`config.mk`:
```
export PLATFORM = sky130hd
export DESIGN_NAME = qar_bus_initiator_flat
export DESIGN_NICKNAME = d
export VERILOG_FILES = /design/src/rtl/qar_bus_pkg.sv /design/src/rtl/qar_bus_if.sv /design/src/rtl/qar_sync_fifo.sv /design/src/rtl/qar_bus_initiator.sv /design/src/flat_wrapper.sv
export SDC_FILE = /design/constraint.sdc
export NUM_CORES = 1
export LEC_CHECK = 0
export ABC_CLOCK_PERIOD_IN_PS = 7400
export BUFFER_PORTS_ARGS = -buffer_cell sky130_fd_sc_hd__buf_2
export CAP_MARGIN = 25
export CORE_UTILIZATION = 50
export CTS_CLUSTER_DIAMETER = 80
export DETAILED_ROUTE_END_ITERATION = 6
export GPL_ROUTABILITY_DRIVEN = 0
export HOLD_SLACK_MARGIN = 0.06
export PLACE_DENSITY = 0.69
export SYNTH_ARGS = -nofsm -noshare
export SYNTH_HDL_FRONTEND = slang
export SYNTH_SLANG_ARGS = --single-unit
```
`constraint.sdc`:
```
create_clock -name clk -period 7.4 [get_ports clk]
set_input_delay 1.48 -clock clk [delete_from_list [all_inputs] [get_ports clk]]
set_output_delay 1.48 -clock clk [all_outputs]
set_load 0.1 [all_outputs]
```
`src/rtl/qar_bus_pkg.sv`:
```
// Shared types for the QAR register-bus initiator: op codes, engine states,
// the request record and the masked-compare helper used by POLL.
package qar_bus_pkg;

  localparam int ADDR_W = 6;
  localparam int DATA_W = 32;

  typedef enum logic [1:0] {
    OP_WRITE   = 2'b00,
    OP_READ    = 2'b01,
    OP_POLL    = 2'b10,
    OP_ILLEGAL = 2'b11
  } op_e;

  typedef enum logic [1:0] {
    ST_IDLE  = 2'b00,
    ST_ISSUE = 2'b01,
    ST_POLL  = 2'b10,
    ST_RESP  = 2'b11
  } state_e;

  typedef struct packed {
    op_e                op;
    logic [ADDR_W-1:0]  addr;
    logic [DATA_W-1:0]  wdata;
    logic [DATA_W-1:0]  mask;
  } req_t;

  // True when every bit selected by mask agrees between observed and expected.
  function automatic logic poll_match(input logic [DATA_W-1:0] observed,
                                      input logic [DATA_W-1:0] expected,
                                      input logic [DATA_W-1:0] mask);
    return ((observed ^ expected) & mask) == 32'h0000_0000;
  endfunction

endpackage

```
`src/rtl/qar_bus_if.sv`:
```
// Client request/response channel plus the peripheral strobe bus.
// master = the initiator itself, slave = client and peripheral side.
interface qar_bus_if #(
  parameter int ADDR_W = 6
) ();

  logic              req_valid;
  logic              req_ready;
  logic [1:0]        req_op;
  logic [ADDR_W-1:0] req_addr;
  logic [31:0]       req_wdata;
  logic [31:0]       req_mask;
  logic              rsp_valid;
  logic              rsp_ready;
  logic [31:0]       rsp_rdata;
  logic              rsp_err;
  logic              bus_write;
  logic              bus_read;
  logic [ADDR_W-1:0] addr_word;
  logic [31:0]       wdata;
  logic [31:0]       rdata;
  logic              busy;

  modport master (
    input  req_valid, req_op, req_addr, req_wdata, req_mask, rsp_ready, rdata,
    output req_ready, rsp_valid, rsp_rdata, rsp_err,
           bus_write, bus_read, addr_word, wdata, busy
  );

  modport slave (
    output req_valid, req_op, req_addr, req_wdata, req_mask, rsp_ready, rdata,
    input  req_ready, rsp_valid, rsp_rdata, rsp_err,
           bus_write, bus_read, addr_word, wdata, busy
  );

endinterface

```
`src/rtl/qar_sync_fifo.sv`:
```
// Generic single-clock FIFO with extra-MSB pointers for full/empty detection.
// Head data is read combinationally; pushes while full are dropped.
module qar_sync_fifo #(
  parameter int WIDTH = 8,
  parameter int DEPTH = 4
) (
  input  logic             clk,
  input  logic             rst,
  input  logic             push,
  input  logic [WIDTH-1:0] push_data,
  input  logic             pop,
  output logic [WIDTH-1:0] pop_data,
  output logic             full,
  output logic             empty
);

  localparam int PTR_W = $clog2(DEPTH);
  localparam logic [PTR_W:0] PTR_ONE = {{PTR_W{1'b0}}, 1'b1};

  logic [WIDTH-1:0] mem_q [DEPTH];
  logic [PTR_W:0]   wr_ptr_q, wr_ptr_d;
  logic [PTR_W:0]   rd_ptr_q, rd_ptr_d;
  logic             do_push;
  logic             do_pop;

  assign full     = (wr_ptr_q[PTR_W] != rd_ptr_q[PTR_W]) &&
                    (wr_ptr_q[PTR_W-1:0] == rd_ptr_q[PTR_W-1:0]);
  assign empty    = (wr_ptr_q == rd_ptr_q);
  assign do_push  = push & ~full;
  assign do_pop   = pop & ~empty;
  assign pop_data = mem_q[rd_ptr_q[PTR_W-1:0]];

  // Pointer advance
  always_comb begin
    wr_ptr_d = wr_ptr_q;
    rd_ptr_d = rd_ptr_q;
    if (do_push) begin
      wr_ptr_d = wr_ptr_q + PTR_ONE;
    end else begin
      wr_ptr_d = wr_ptr_q;
    end
    if (do_pop) begin
      rd_ptr_d = rd_ptr_q + PTR_ONE;
    end else begin
      rd_ptr_d = rd_ptr_q;
    end
  end

  // Pointer and storage registers
  always_ff @(posedge clk) begin
    if (rst) begin
      wr_ptr_q <= {(PTR_W+1){1'b0}};
      rd_ptr_q <= {(PTR_W+1){1'b0}};
      for (int i = 0; i < DEPTH; i++) begin
        mem_q[i] <= {WIDTH{1'b0}};
      end
    end else begin
      wr_ptr_q <= wr_ptr_d;
      rd_ptr_q <= rd_ptr_d;
      if (do_push) begin
        mem_q[wr_ptr_q[PTR_W-1:0]] <= push_data;
      end
    end
  end

endmodule

```
`src/rtl/qar_bus_initiator.sv`:
```
// Peripheral-bus master: queues client requests, issues single-cycle strobes,
// runs hardware POLL loops and returns one response per request, in order.
module qar_bus_initiator #(
  parameter int FIFO_DEPTH = 4,
  parameter int ADDR_W     = qar_bus_pkg::ADDR_W,
  parameter int POLL_LIMIT = 1024
) (
  input  logic      clk,
  input  logic      rst,
  qar_bus_if.master bus
);

  import qar_bus_pkg::*;

  localparam int CNT_W = $clog2(POLL_LIMIT + 1);

  // Request record sized to this instance's address width.
  typedef struct packed {
    op_e               op;
    logic [ADDR_W-1:0] addr;
    logic [31:0]       wdata;
    logic [31:0]       mask;
  } cmd_t;

  localparam int CMD_W = $bits(cmd_t);

  cmd_t              push_entry;
  cmd_t              head_entry;
  logic [CMD_W-1:0]  head_bits;
  logic              fifo_full;
  logic              fifo_empty;
  logic              fifo_pop;
  logic              poll_hit;

  state_e            state_q, state_d;
  cmd_t              cmd_q, cmd_d;
  logic [CNT_W-1:0]  cnt_q, cnt_d;
  logic              rsp_valid_q, rsp_valid_d;
  logic [31:0]       rsp_rdata_q, rsp_rdata_d;
  logic              rsp_err_q, rsp_err_d;
  logic              bus_write_q, bus_write_d;
  logic              bus_read_q, bus_read_d;
  logic [ADDR_W-1:0] addr_q, addr_d;
  logic [31:0]       wdata_q, wdata_d;

  assign push_entry = '{op: op_e'(bus.req_op), addr: bus.req_addr,
                        wdata: bus.req_wdata, mask: bus.req_mask};
  assign head_entry = head_bits;
  assign poll_hit   = poll_match(bus.rdata, cmd_q.wdata, cmd_q.mask);

  qar_sync_fifo #(
    .WIDTH (CMD_W),
    .DEPTH (FIFO_DEPTH)
  ) u_req_fifo (
    .clk       (clk),
    .rst       (rst),
    .push      (bus.req_valid),
    .push_data (push_entry),
    .pop       (fifo_pop),
    .pop_data  (head_bits),
    .full      (fifo_full),
    .empty     (fifo_empty)
  );

  // Next-state logic; strobes are prepared one state ahead so they are registered.
  always_comb begin
    state_d     = state_q;
    cmd_d       = cmd_q;
    cnt_d       = cnt_q;
    rsp_valid_d = rsp_valid_q;
    rsp_rdata_d = rsp_rdata_q;
    rsp_err_d   = rsp_err_q;
    bus_write_d = 1'b0;
    bus_read_d  = 1'b0;
    addr_d      = {ADDR_W{1'b0}};
    wdata_d     = 32'h0000_0000;
    fifo_pop    = 1'b0;

    case (state_q)
      ST_IDLE: begin
        if (!fifo_empty) begin
          fifo_pop = 1'b1;
          cmd_d    = head_entry;
          state_d  = ST_ISSUE;
          case (head_entry.op)
            OP_WRITE: begin
              bus_write_d = 1'b1;
              addr_d      = head_entry.addr;
              wdata_d     = head_entry.wdata;
            end
            OP_READ, OP_POLL: begin
              bus_read_d = 1'b1;
              addr_d     = head_entry.addr;
            end
            default: begin
              bus_read_d = 1'b0;
            end
          endcase
        end else begin
          state_d = ST_IDLE;
        end
      end

      ST_ISSUE: begin
        state_d     = ST_RESP;
        rsp_valid_d = 1'b1;
        rsp_rdata_d = 32'h0000_0000;
        rsp_err_d   = 1'b0;
        case (cmd_q.op)
          OP_WRITE: begin
            rsp_rdata_d = 32'h0000_0000;
          end
          OP_READ: begin
            rsp_rdata_d = bus.rdata;
          end
          OP_POLL: begin
            rsp_rdata_d = bus.rdata;
            cnt_d       = {{(CNT_W-1){1'b0}}, 1'b1};
            if (poll_hit) begin
              rsp_err_d = 1'b0;
            end else if (POLL_LIMIT == 1) begin
              rsp_err_d = 1'b1;
            end else begin
              state_d     = ST_POLL;
              rsp_valid_d = 1'b0;
              bus_read_d  = 1'b1;
              addr_d      = cmd_q.addr;
            end
          end
          default: begin
            rsp_err_d = 1'b1;
          end
        endcase
      end

      // cnt_d is the number of reads issued including this cycle's.
      ST_POLL: begin
        rsp_rdata_d = bus.rdata;
        cnt_d       = cnt_q + {{(CNT_W-1){1'b0}}, 1'b1};
        if (poll_hit) begin
          state_d     = ST_RESP;
          rsp_valid_d = 1'b1;
          rsp_err_d   = 1'b0;
        end else if (cnt_d == CNT_W'(POLL_LIMIT)) begin
          state_d     = ST_RESP;
          rsp_valid_d = 1'b1;
          rsp_err_d   = 1'b1;
        end else begin
          state_d    = ST_POLL;
          bus_read_d = 1'b1;
          addr_d     = cmd_q.addr;
        end
      end

      ST_RESP: begin
        if (bus.rsp_ready) begin
          rsp_valid_d = 1'b0;
          state_d     = ST_IDLE;
        end else begin
          state_d = ST_RESP;
        end
      end

      default: begin
        state_d     = ST_IDLE;
        rsp_valid_d = 1'b0;
      end
    endcase
  end

  // Engine registers
  always_ff @(posedge clk) begin
    if (rst) begin
      state_q     <= ST_IDLE;
      cmd_q       <= '{op: OP_WRITE, addr: {ADDR_W{1'b0}},
                       wdata: 32'h0000_0000, mask: 32'h0000_0000};
      cnt_q       <= {CNT_W{1'b0}};
      rsp_valid_q <= 1'b0;
      rsp_rdata_q <= 32'h0000_0000;
      rsp_err_q   <= 1'b0;
      bus_write_q <= 1'b0;
      bus_read_q  <= 1'b0;
      addr_q      <= {ADDR_W{1'b0}};
      wdata_q     <= 32'h0000_0000;
    end else begin
      state_q     <= state_d;
      cmd_q       <= cmd_d;
      cnt_q       <= cnt_d;
      rsp_valid_q <= rsp_valid_d;
      rsp_rdata_q <= rsp_rdata_d;
      rsp_err_q   <= rsp_err_d;
      bus_write_q <= bus_write_d;
      bus_read_q  <= bus_read_d;
      addr_q      <= addr_d;
      wdata_q     <= wdata_d;
    end
  end

  // Strobes are masked by rst so nothing reaches a slave in the reset cycle.
  assign bus.bus_write = bus_write_q & ~rst;
  assign bus.bus_read  = bus_read_q & ~rst;
  assign bus.addr_word = rst ? {ADDR_W{1'b0}} : addr_q;
  assign bus.wdata     = rst ? 32'h0000_0000 : wdata_q;
  assign bus.req_ready = ~fifo_full;
  assign bus.rsp_valid = rsp_valid_q;
  assign bus.rsp_rdata = rsp_rdata_q;
  assign bus.rsp_err   = rsp_err_q;
  assign bus.busy      = ~fifo_empty | (state_q != ST_IDLE);

endmodule

```
`src/flat_wrapper.sv`:
```
// flat-port wrapper written by rule: the top's interface ports become plain ports
module qar_bus_initiator_flat import qar_bus_pkg::*;
#(
  parameter int FIFO_DEPTH = 4,
  parameter int ADDR_W     = qar_bus_pkg::ADDR_W,
  parameter int POLL_LIMIT = 1024
)
  (clk, rst, bus_req_valid, bus_req_op, bus_req_addr, bus_req_wdata, bus_req_mask, bus_rsp_ready, bus_rdata, bus_req_ready, bus_rsp_valid, bus_rsp_rdata, bus_rsp_err, bus_bus_write, bus_bus_read, bus_addr_word, bus_wdata, bus_busy);
  qar_bus_if #(.ADDR_W(ADDR_W)) bus_i ();
  input  logic clk;
  input  logic rst;
  input wire logic [$bits(bus_i.req_valid)-1:0] bus_req_valid;
  input wire logic [$bits(bus_i.req_op)-1:0] bus_req_op;
  input wire logic [$bits(bus_i.req_addr)-1:0] bus_req_addr;
  input wire logic [$bits(bus_i.req_wdata)-1:0] bus_req_wdata;
  input wire logic [$bits(bus_i.req_mask)-1:0] bus_req_mask;
  input wire logic [$bits(bus_i.rsp_ready)-1:0] bus_rsp_ready;
  input wire logic [$bits(bus_i.rdata)-1:0] bus_rdata;
  output wire logic [$bits(bus_i.req_ready)-1:0] bus_req_ready;
  output wire logic [$bits(bus_i.rsp_valid)-1:0] bus_rsp_valid;
  output wire logic [$bits(bus_i.rsp_rdata)-1:0] bus_rsp_rdata;
  output wire logic [$bits(bus_i.rsp_err)-1:0] bus_rsp_err;
  output wire logic [$bits(bus_i.bus_write)-1:0] bus_bus_write;
  output wire logic [$bits(bus_i.bus_read)-1:0] bus_bus_read;
  output wire logic [$bits(bus_i.addr_word)-1:0] bus_addr_word;
  output wire logic [$bits(bus_i.wdata)-1:0] bus_wdata;
  output wire logic [$bits(bus_i.busy)-1:0] bus_busy;
  assign bus_i.req_valid = bus_req_valid;
  assign bus_i.req_op = bus_req_op;
  assign bus_i.req_addr = bus_req_addr;
  assign bus_i.req_wdata = bus_req_wdata;
  assign bus_i.req_mask = bus_req_mask;
  assign bus_i.rsp_ready = bus_rsp_ready;
  assign bus_i.rdata = bus_rdata;
  assign bus_req_ready = bus_i.req_ready;
  assign bus_rsp_valid = bus_i.rsp_valid;
  assign bus_rsp_rdata = bus_i.rsp_rdata;
  assign bus_rsp_err = bus_i.rsp_err;
  assign bus_bus_write = bus_i.bus_write;
  assign bus_bus_read = bus_i.bus_read;
  assign bus_addr_word = bus_i.addr_word;
  assign bus_wdata = bus_i.wdata;
  assign bus_busy = bus_i.busy;
  qar_bus_initiator #(.FIFO_DEPTH(FIFO_DEPTH), .ADDR_W(ADDR_W), .POLL_LIMIT(POLL_LIMIT)) u_core (.clk(clk), .rst(rst), .bus(bus_i));
endmodule
```
==> metrics.txt, run 1 <==
outcome complete, no violations; RSZ-0062 raised after global routing no; Die Span X 198 um; gr usage total 24.3%; CP endpoint kind output pin; Post-CTS Setup Bufs 0; Yosys reg bits 455; VDD IR max 0.000176 V; worst skew pair latency 0.58 ns; met3 WL 2830 um; Crit Path Class input port to output pin; syn_nets 1619; vias in the first global route 11.8k; first-pass GRT wire length 70600 um; die span in y 198 um; met1 wire length 20200 um; Worst Path Max Fanout 95; Worst R2R Setup Slack 4.26 ns; register area share after synthesis 62.5%; CP Capture Point bus_wdata[8]; period utilization 60.6%; Reg2Reg Capture Point u_core.u_req_fifo.mem_q[1][5]$_SDFFCE_PN0P_; Cell Pwr Density 340 mW/mm2; dpl cell area 0.0206 mm2; worst reg2reg startpoint u_core.u_req_fifo.wr_ptr_q[0]$_SDFFE_PP0P_; H-tree Lvls 2; routed wl met2 22500 um; Area Overhead vs Synth 15.7%; post-synthesis cell count 1499; clk_skew 0.0274 ns; setup ws final 2.92 ns; clock buffer count from CTS 48; antenna viol nets, final 0; multi-input logic area 0.00682 mm2; Post-synth EDFFs 288; crit path DAT 3.00 ns; final setup fails 0; Post-Route Utilization 58.9%; drt wl/cell 21.2 um; Pwr Total 0.00754 W; layout cell share with drive strength beyond 1 25.7%; top post-synthesis cells by area edfxtp_1 45%, dfxtp_1 17%, mux4_2 8.5%; Reg area 0.0120 mm2; Slowest cell on crit path buf_4; Cell Area, Synth 0.0192 mm2; Routed WL 46800 um; die area 0.0391 mm2; fin. max-slew vios 0; clock buffer depth 3; Least-Margin Pin Slew 0.935 ns; Synth area leader edfxtp_1; critical path cell sequence buf_6, buf_4, nor2b_1, buf_2; fin nets 1778; pre-CTS setup slack 2.90 ns; Post-CTS Hold Buffers 0; Std-Cell Core Area 0.0377 mm2; startpoint types input port; highest routed layer met5; I/O Buffers 183; largest net degree at the start of global routing 96; Synth Flop Type edfxtp_1; Critical Path RT 5.92 ns; beginning of the critical path rst; Pre-Repair DR Iteration Count 5; gr ovfl total 0; Slew headroom 37.6%; max-cap viol count 0; row count 71; Max Clk Rate 223 MHz; Post-CTS Resized 0; CTS tree done; slowest stage delay, CP 0.55 ns; DRC errors left 0; DP HPWL 28300 um; DR iter-0 viols 820; CTS Root Cell clkbuf_16; Fillers 3115; routed vias/inst 5.41; design area 0.0222 mm2; async set-reset flop share out of synthesis 0%; setup total negative slack 0 ns; fin crit period 4.48 ns; Synth top area share 45.1%; yosys warns 0; Final Hold Vio Count 0; Leakage 8.58 nW; clock slew seen by the registers of the worst setup and hold paths 0.05 ns; Yosys cell types 54; HP Class register to register; via count 12.0k; Starting Density 50.9%; I/O pins 184; # clock sinks 455; initial antenna violation count 5; Mean Syn Cell Area 12.8 um2; path depth of the worst reg2reg path 7
==> critical path: cells and delay by family <==
| family | cells | cell delay, ns |
|---|---|---|
| buffers and inverters | 3 | 1.40 |
| and+or+nand+nor | 1 | 0.09 |
==> registers in the layout, summed over array words and instances (netlist names), named ones only <==
name,flops
u_core.addr_q,6
u_core.bus.rsp_err,1
u_core.bus.rsp_rdata,32
u_core.bus.rsp_valid,1
u_core.bus_read_q,1
u_core.bus_write_q,1
u_core.cmd_q,72
u_core.cnt_q,11
u_core.state_q,2
u_core.u_req_fifo.mem_q,288
u_core.u_req_fifo.rd_ptr_q,3
u_core.u_req_fifo.wr_ptr_q,3
u_core.wdata_q,32
==> routing by layer <==
| metal | GRT usage, % | vias to the layer above |
|---|---|---|
| li1 | - | 5579 |
| met1 | 33.8 | 5932 |
| met2 | 39.4 | 373 |
| met3 | 3.66 | 71 |
| met4 | 8.13 | 2 |
| met5 | 0 | - |
==> placed cells by master, fill, tap and decap left out, types with 7 or more instances in the layout <==
cell         n
a21oi_1    113
and2_2      73
edfxtp_1   288
buf_4       18
buf_2      182
clkbuf_16   49
nor2b_1     76
nand2_1    162
clkbuf_1    10
a22oi_1     22
dfxtp_1    165
clkbuf_8     7
xor2_1      36
ha_1        12
nand3_1      7
and2_1     248
mux4_2      72
nor2_1      56
==> cell usage after synthesis (2+ instances only) <==
| master | count |
|---|---|
| edfxtp_1 | 288 |
| and2_1 | 249 |
| dfxtp_1 | 167 |
| nand2_1 | 163 |
| a21oi_1 | 113 |
| nor2b_1 | 76 |
| and2_2 | 72 |
| mux4_2 | 72 |
| clkbuf_1 | 63 |
| nor2_1 | 57 |
| xor2_1 | 36 |
| a22oi_1 | 22 |
| clkbuf_2 | 14 |
| buf_1 | 12 |
| ha_1 | 12 |
| nand3_1 | 7 |
| a32o_1 | 6 |
| inv_1 | 6 |
| nand4_1 | 5 |
| o21ai_0 | 5 |
| nor4_1 | 4 |
| and3_1 | 3 |
| buf_2 | 3 |
| nor3_1 | 3 |
| or2_2 | 3 |
| xnor2_1 | 3 |
| a211oi_1 | 2 |
| a2bb2oi_1 | 2 |
| a31oi_1 | 2 |
| mux2_2 | 2 |
| mux2i_1 | 2 |
| nand2b_1 | 2 |
| nor3b_4 | 2 |
==> cells by family (layout without fill, tap and decap cells) <==
logic type,after synthesis,count (layout),synth area share [%]
buffers and inverters,99,295,2.07
multiplexers,76,76,8.68
adder cells (fa/ha/maj),12,12,0.783
flip-flops,455,455,62.5
XOR/XNOR,39,39,1.78
AND/OR/NAND/NOR,655,655,19.2
AO/OA/AOI/OAI,163,163,4.97
other,0,6,0
==> final cells by class <==
type,instances,share of cell area (%)
multi-input cells,945,30.7
repair buffers,202,4.85
clock inverters,21,1.16
well taps,511,2.88
clock buffers,66,6.13
diodes,6,0.0677
inverters,6,0.101
flip-flops and latches,455,54.1
==> worst min-delay path by stage <==
stage	start	endpoint	slack (ns)	cells after the start
2_1_floorplan	u_core.cmd_q[0]$_SDFFE_PP0P_	u_core.cmd_q[0]$_SDFFE_PP0P_	0.44	2
3_3_place_gp	u_core.cmd_q[67]$_SDFFE_PP0P_	u_core.cmd_q[67]$_SDFFE_PP0P_	0.44	2
3_5_place_dp	u_core.cmd_q[10]$_SDFFE_PP0P_	u_core.cmd_q[10]$_SDFFE_PP0P_	0.45	2
4_1_cts	u_core.cmd_q[10]$_SDFFE_PP0P_	u_core.cmd_q[10]$_SDFFE_PP0P_	0.46	2
5_1_grt	u_core.cmd_q[10]$_SDFFE_PP0P_	u_core.cmd_q[10]$_SDFFE_PP0P_	0.47	2
6_report	u_core.cmd_q[30]$_SDFFE_PP0P_	u_core.cmd_q[30]$_SDFFE_PP0P_	0.45	2
==> where the power goes <==
part / switching (W) / internal (W) / leakage [nW]
Sequential: 0.000212 / 0.00301 / 4.35
Clock: 0.000985 / 0.00149 / 0.789
Combinational: 0.00126 / 0.000595 / 3.44
Total: 0.00245 / 0.00509 / 8.58
==> per-stage QoR <==
| step | hold slack, ns | std cells |
|---|---|---|
| after CTS | 0.456 | 2206 |
| final | 0.454 | 2212 |
| after floorplan | 0.436 | 1499 |
| after detailed placement | 0.448 | 2119 |
| after global routing | 0.466 | 2210 |
| after global placement | 0.443 | 2117 |
(Power assumes the default switching activity.)
==> run 2, diff against run 1 <==
- ABC_AREA: default -> 1
- ABC_CLOCK_PERIOD_IN_PS: 7400 -> 3690
- PLACE_DENSITY: 0.69 -> 0.72
- clock period: 7.4 -> 3.69 ns (I/O delays scaled with it)
==> run 2 against run 1 <==
  * Via count grew 27%
  * Sequential cell count is the same
  * Sequential share of layout area shrank 0.37 points
  * Total power grew 150%
  * Largest power group is now combinational logic
  * Critical endpoint is now bus_busy
  * Cell count grew 28%
  * Critical path depth grew 1
  * Die area grew 0.96%
  * Clock power grew 87%
  * Cell area grew 0.66%
  * Register-to-register slack lost 3.0 ns
  * First-iteration DRC count grew 52%
==> metrics.txt, run 2 <==
Net Sw Power 0.00785 W (+220%); register area share after synthesis 61.9% (-0.60 points); gr ovfl total 0 (unchanged); highest routed layer met4; final setup fails 0 (unchanged); die span in y 199 um (+0.48%); xor-xnor portion of the synthesized cell area 0.181% (-1.6 points); most common cell in the netlist nor2_1; Synth top area share 44.7% (-0.43 points); Yosys reg bits 455 (unchanged); met1 wire length 20100 um (-0.30%); setup total negative slack 0 ns (unchanged); clock slew seen by the registers of the worst setup and hold paths 0.06 ns (about the same); Crit Path Class register to output pin; outcome complete, no violations; CTS Root Cell clkbuf_16; worst reg2reg startpoint u_core.u_req_fifo.wr_ptr_q[0]$_SDFFE_PP0P_; Worst Path Max Fanout 5 (-95%); worst skew pair latency 0.58 ns (about the same); CP Capture Point bus_busy; Synth area leader edfxtp_1; main combinational cell family by area after synthesis simple AND/OR/NAND/NOR gates; Post-synth EDFFs 288 (unchanged); Yosys cell types 28 (-48%); I/O Buffers 183 (unchanged); Clock power frac 24.9% (-7.9 points); clock buffer depth 3 (unchanged); Placed Cells incl. Taps 2747 (+30%); post-synthesis cell count 2147 (+43%); first-pass GRT wire length 77500 um (+9.8%); Cell Pwr Density 834 mW/mm2 (+150%); DRC errors left 0 (unchanged); pre-CTS setup slack 1.16 ns (-1.75 ns); I/O pins 184 (unchanged); most frequent cells after synthesis 551 x nor2_1, 317 x nand2_1, 288 x edfxtp_1; Pwr Total 0.0186 W (+150%); Post-CTS Setup Bufs 0 (unchanged); commonest non-fill, non-tap cell in the layout nor2_1; gr usage total 26.0% (+1.7 points); Comb pwr share 37.9% (+13 points); VDD IR max 0.000559 V (+220%); Synth Flop Type edfxtp_1; path depth of the worst reg2reg path 9 (+2); Post-Route Utilization 59.0% (+0.11 points); Adder-Cell Fraction of Synth Area 0.775% (-0.0075 points); top post-synthesis cells by area edfxtp_1 45%, dfxtp_1 17%, nor2_1 11%; DR iter-0 viols 1245 (+52%); Post-CTS Resized 0 (unchanged); Fillers 3222 (+3.4%); fin nets 2405 (+35%); Mean Syn Cell Area 9.02 um2 (-30%); DP HPWL 31900 um (+13%); Post-CTS Hold Buffers 0 (unchanged); Critical Path RT 2.95 ns (-2.97 ns); fin crit period 2.74 ns; max-cap viol count 0 (unchanged); startpoint types register; layout cell share with drive strength beyond 1 13.0% (-13 points); die area 0.0395 mm2 (+0.96%); Reg2Reg Capture Point u_core.wdata_q[28]$_SDFF_PP0_; async set-reset flop share out of synthesis 0% (unchanged); initial antenna violation count 2 (-3); Max Clk Rate 365 MHz; Routed WL 51000 um (+8.9%); CP endpoint kind output pin; setup ws final 0.952 ns (-1.97 ns); Cell Area, Synth 0.0194 mm2 (+0.97%); Std-Cell Core Area 0.0378 mm2 (+0.47%); routed vias/inst 5.34 (-1.2%); commonest cells after routing, fill and taps aside 551 x nor2_1, 312 x nand2_1, 288 x edfxtp_1; clk_skew 0.0254 ns (-0.00208 ns); Leakage 9.46 nW (+10%); Synth Area in Compound Gates 11.0% (+6.1 points); clock buffer count from CTS 47 (-2.1%); routed wl met2 25300 um (+12%); sw frac 42.1% (+9.6 points); H-tree Lvls 2 (unchanged); RSZ-0062 raised after global routing no; # clock sinks 455 (unchanged); crit path DAT 2.00 ns (-1.00 ns); Starting Density 51.2% (+0.25 points); antenna viol nets, final 0 (unchanged); yosys warns 0 (unchanged); Final Hold Vio Count 0 (unchanged); via count 15.1k (+27%); fin. max-slew vios 0 (unchanged); CTS tree done; Reg area 0.0120 mm2 (about the same); multi-input logic area 0.00604 mm2 (-11%); HP Class input port to register; syn_nets 2267 (+40%); sequential power share 37.3% (-5.4 points); period utilization 74.2%; Top reg by flops u_core.u_req_fifo.mem_q; P_int 0.0108 W (+110%); drt wl/cell 18.0 um (-15%); worst hold start bus_rdata[21]; met3 WL 3680 um (+30%); Post-Synth Simple-Gate Area 19.0% (-0.22 points); row count 71 (unchanged); Slew headroom 39.3% (+1.6 points); largest net degree at the start of global routing 101 (+5.2%); Area Overhead vs Synth 15.4%; vias in the first global route 14.2k (+20%); max reg flops 288 (unchanged); Regs by FF count u_core.u_req_fifo.mem_q: 288 flops, u_core.cmd_q: 72 flops; Least-Margin Pin Slew 0.911 ns (-0.0245 ns); Pre-Repair DR Iteration Count 5 (unchanged); portion of netlist area occupied by mux cells 0% (-8.7 points); beginning of the critical path u_core.u_req_fifo.wr_ptr_q[0]$_SDFFE_PP0P_; Worst R2R Setup Slack 1.24 ns (-3.02 ns); final non-filler cell total 2837 (+28%); Die Span X 199 um (+0.48%)
-- run 2: cell families (layout without fill, tap and decap cells) --
family,Yosys count,after routing
buffers and inverters,346,523
adder cells (fa/ha/maj),12,12
AND/OR/NAND/NOR,946,946
flip-flops,455,455
other,0,2
XOR/XNOR,4,4
AO/OA/AOI/OAI,384,384
-- run 2: critical path, stage by stage, from the launching register on --
cell and delay [ns]:
dfxtp_1 0.45, xnor2_1 0.20, nand2_1 0.08, nor2_1 0.27, nand2_1 0.11, buf_2 0.31
-- run 2: how the worst min path moves through the flow --
stage / endpoint / cells past startpoint / slack (ns)
CTS: u_core.bus.rsp_rdata[21]$_SDFFE_PP0N_ / 3 / 0.40
detailed placement: u_core.bus.rsp_err$_SDFFE_PP0P_ / 2 / 0.47
finish: u_core.bus.rsp_rdata[21]$_SDFFE_PP0N_ / 3 / 0.42
floorplan: u_core.u_req_fifo.rd_ptr_q[2]$_SDFFE_PP0P_ / 1 / 0.44
global route: u_core.bus.rsp_rdata[21]$_SDFFE_PP0N_ / 3 / 0.44
global placement: u_core.u_req_fifo.rd_ptr_q[2]$_SDFFE_PP0P_ / 1 / 0.46
-- run 2: layout make-up --
| class | count | share of cell area (%) |
|---|---|---|
| antenna | 2 | 0.0224 |
| inverter | 217 | 3.66 |
| multi-input combinational | 1346 | 27.0 |
| sequential | 455 | 53.7 |
| tap | 511 | 2.86 |
| clock inverter | 11 | 0.414 |
| timing repair buffer | 218 | 5.89 |
| clock buffer | 77 | 6.41 |
-- run 2: power by group through the flow --
stage          registers [W]  logic (W)  clock network [W]
5_1_grt              0.00703    0.00768            0.00487
6_report             0.00695    0.00705            0.00463
2_1_floorplan        0.00812    0.00393                  0
4_1_cts              0.00694    0.00705            0.00468
3_3_place_gp         0.00700    0.00689                  0
3_5_place_dp         0.00703    0.00700                  0
-- run 2: metrics by stage --
stage | hold slack, ns | cell area (um2)
after global placement | 0.455 | 20800
after floorplan | 0.443 | 19400
after CTS | 0.403 | 22300
after detailed placement | 0.466 | 20800
after global routing | 0.438 | 22300
final | 0.425 | 22300
-- run 2: metal layers --
| metal | GRT usage (%) | vias up |
|---|---|---|
| met5 | 0 | - |
| met4 | 11.4 | 0 |
| met3 | 3.41 | 99 |
| met2 | 44.7 | 547 |
| met1 | 32.9 | 7159 |
| li1 | - | 7339 |
==> run 3, diff against run 2 <==
- ABC_CLOCK_PERIOD_IN_PS: 3690 -> 2770
- PLACE_DENSITY: 0.72 -> 0.69
- clock period: 3.69 -> 2.77 ns (I/O delays scaled with it)
==> run 3 against run 2 <==
  * Sequential power increased by 33%
  * Sequential share of layout area decreased by 0.32 points
  * Combinational power increased by 34%
  * First-iteration DRC count decreased by 7.9%
  * Clock-buffer cell count decreased by 14
  * Worst hold slack got worse by 0.18 ns
==> metrics.txt, run 3 (synthesis gave the netlist of run 2 again) <==
Max Clk Rate 396 MHz; Worst Path Max Fanout 5 (unchanged); hold path depth 3 (unchanged); VDD IR max 0.000669 V (+20%); H-tree Lvls 2 (unchanged); final non-filler cell total 2837 (unchanged); clock buffer depth 3 (unchanged); antenna viol nets, final 0 (unchanged); CTS Root Cell clkbuf_16; Pre-Repair DR Iteration Count 6 (+1); Final Hold Vio Count 0 (unchanged); vias in the first global route 14.2k (+0.092%); startpoint types register; I/O pins 184 (unchanged); Top reg by flops u_core.u_req_fifo.mem_q; WHS 0.243 ns (-0.182 ns); DRC errors left 0 (unchanged); dpl cell area 0.0209 mm2 (+0.55%); die span in y 199 um (unchanged); Die Span X 199 um (unchanged); HP Class input port to register; DP HPWL 32000 um (about the same); Crit Path Class register to output pin; max-cap viol count 0 (unchanged); DR iter-0 viols 1147 (-7.9%); die area 0.0395 mm2 (unchanged); CTS tree done; setup ws final 0.245 ns (-0.707 ns); worst reg2reg startpoint u_core.u_req_fifo.wr_ptr_q[0]$_SDFFE_PP0P_; Least-Margin Pin Slew 0.941 ns (+0.0303 ns); Placed Cells incl. Taps 2747 (unchanged); pre-CTS setup slack 0.431 ns (-0.724 ns); fin crit period 2.53 ns; initial antenna violation count 4 (+2); RSZ-0062 raised after global routing no; fin. max-slew vios 0 (unchanged); Pwr Total 0.0250 W (+34%); outcome complete, no violations; period utilization 91.2%; Post-CTS Resized 0 (unchanged); Cell Pwr Density 1110 mW/mm2 (+33%); gr usage total 26.2% (+0.18 points); row count 71 (unchanged); Routed WL 51700 um (+1.4%); fin nets 2405 (unchanged); crit path DAT 1.97 ns (-0.03 ns); largest net degree at the start of global routing 123 (+22%); Post-CTS Hold Buffers 0 (unchanged); via count 15.1k (-0.16%); Post-CTS Setup Bufs 0 (unchanged); worst skew pair latency 0.58 ns (about the same); commonest non-fill, non-tap cell in the layout nor2_1; Slew headroom 37.3% (-2.0 points); layout cell share with drive strength beyond 1 13.8% (+0.77 points); routed vias/inst 5.33 (-0.16%); I/O Buffers 183 (unchanged); Critical Path RT 2.22 ns (-0.73 ns); clock buffer count from CTS 47 (unchanged); first-pass GRT wire length 78100 um (+0.75%); design area 0.0225 mm2 (+0.62%); Area Overhead vs Synth 16.1%; max reg flops 288 (unchanged); clk_skew 0.0225 ns (-0.00287 ns); CP endpoint kind output pin; drt wl/cell 18.2 um (+1.4%); Std-Cell Core Area 0.0378 mm2 (unchanged); final setup fails 0 (unchanged); clock slew seen by the registers of the worst setup and hold paths 0.07 ns (about the same); # clock sinks 455 (unchanged); Leakage 9.50 nW (+0.36%); gr ovfl total 0 (unchanged); path depth of the worst reg2reg path 9 (unchanged); beginning of the critical path u_core.u_req_fifo.wr_ptr_q[0]$_SDFFE_PP0P_; Regs by FF count u_core.u_req_fifo.mem_q: 288 flops, u_core.cmd_q: 72 flops; worst hold start bus_rdata[14]; commonest cells after routing, fill and taps aside 541 x nor2_1, 311 x nand2_1, 288 x edfxtp_1; Starting Density 51.2% (unchanged)
[run 3: cell count changes in the layout (fill, tap and decap cells not counted), sizes merged]
cell / before / now
clkbuf: 77 / 63
clkinvlp: 1 / 4
inv: 214 / 216
clkinv: 12 / 18
bufinv: 1 / 4
[run 3: path summary, 6_finish.rpt]
check / to / slack, ns
worst min register to register: u_core.u_req_fifo.rd_ptr_q[2]$_SDFFE_PP0P_ / 0.44
worst min-delay path: u_core.bus.rsp_rdata[14]$_SDFFE_PP0N_ / 0.24
worst max-delay path: bus_busy / 0.24
worst max register to register: u_core.u_req_fifo.mem_q[1][46]$_SDFFCE_PN0P_ / 0.41
[run 3: final cells by class]
type / instances / area [um2]
Antenna cell: 2 / 5.00
Timing Repair Buffer: 218 / 1380
Sequential cell: 455 / 12000
Multi-Input combinational cell: 1346 / 6090
Fill cell: 3261 / 15400
Tap cell: 511 / 639
Clock inverter: 25 / 241
Clock buffer: 63 / 1310
Inverter: 217 / 818
[run 3: metrics by stage]
stage / util (%) / TNS [ns]
2_1_floorplan: - / -34.56
3_3_place_gp: 55.3 / 0
3_5_place_dp: 55.3 / 0
4_1_cts: 59.4 / 0
5_1_grt: 59.4 / 0
6_report: 59.4 / 0
[run 3: power breakdown]
part / leakage [nW] / switching [W] / internal (W) / total (W)
Combinational: 4.38 / 0.00713 / 0.00231 / 0.00944
Sequential: 4.37 / 0.000739 / 0.00847 / 0.00921
Clock: 0.749 / 0.00267 / 0.00370 / 0.00637
Total: 9.50 / 0.0105 / 0.0145 / 0.0250
[run 3: routing by layer]
layer | part of all wire [%] | GRT usage (%) | routed length, um | vias up
li1 | - | - | - | 7338
met2 | 49 | 44.1 | 25300 | 539
met4 | 4.0 | 11.9 | 2050 | 4
met3 | 6.6 | 4.02 | 3430 | 121
met1 | 40 | 33.4 | 20900 | 7118
met5 | 0.046 | 0 | 24 | -
[run 3: critical path: stages, from the launching register on]
cell     delay (ns)
dfxtp_1        0.37
xnor2_1        0.31
nand2_1        0.09
nor2_1         0.22
nand2_1        0.11
buf_2          0.31
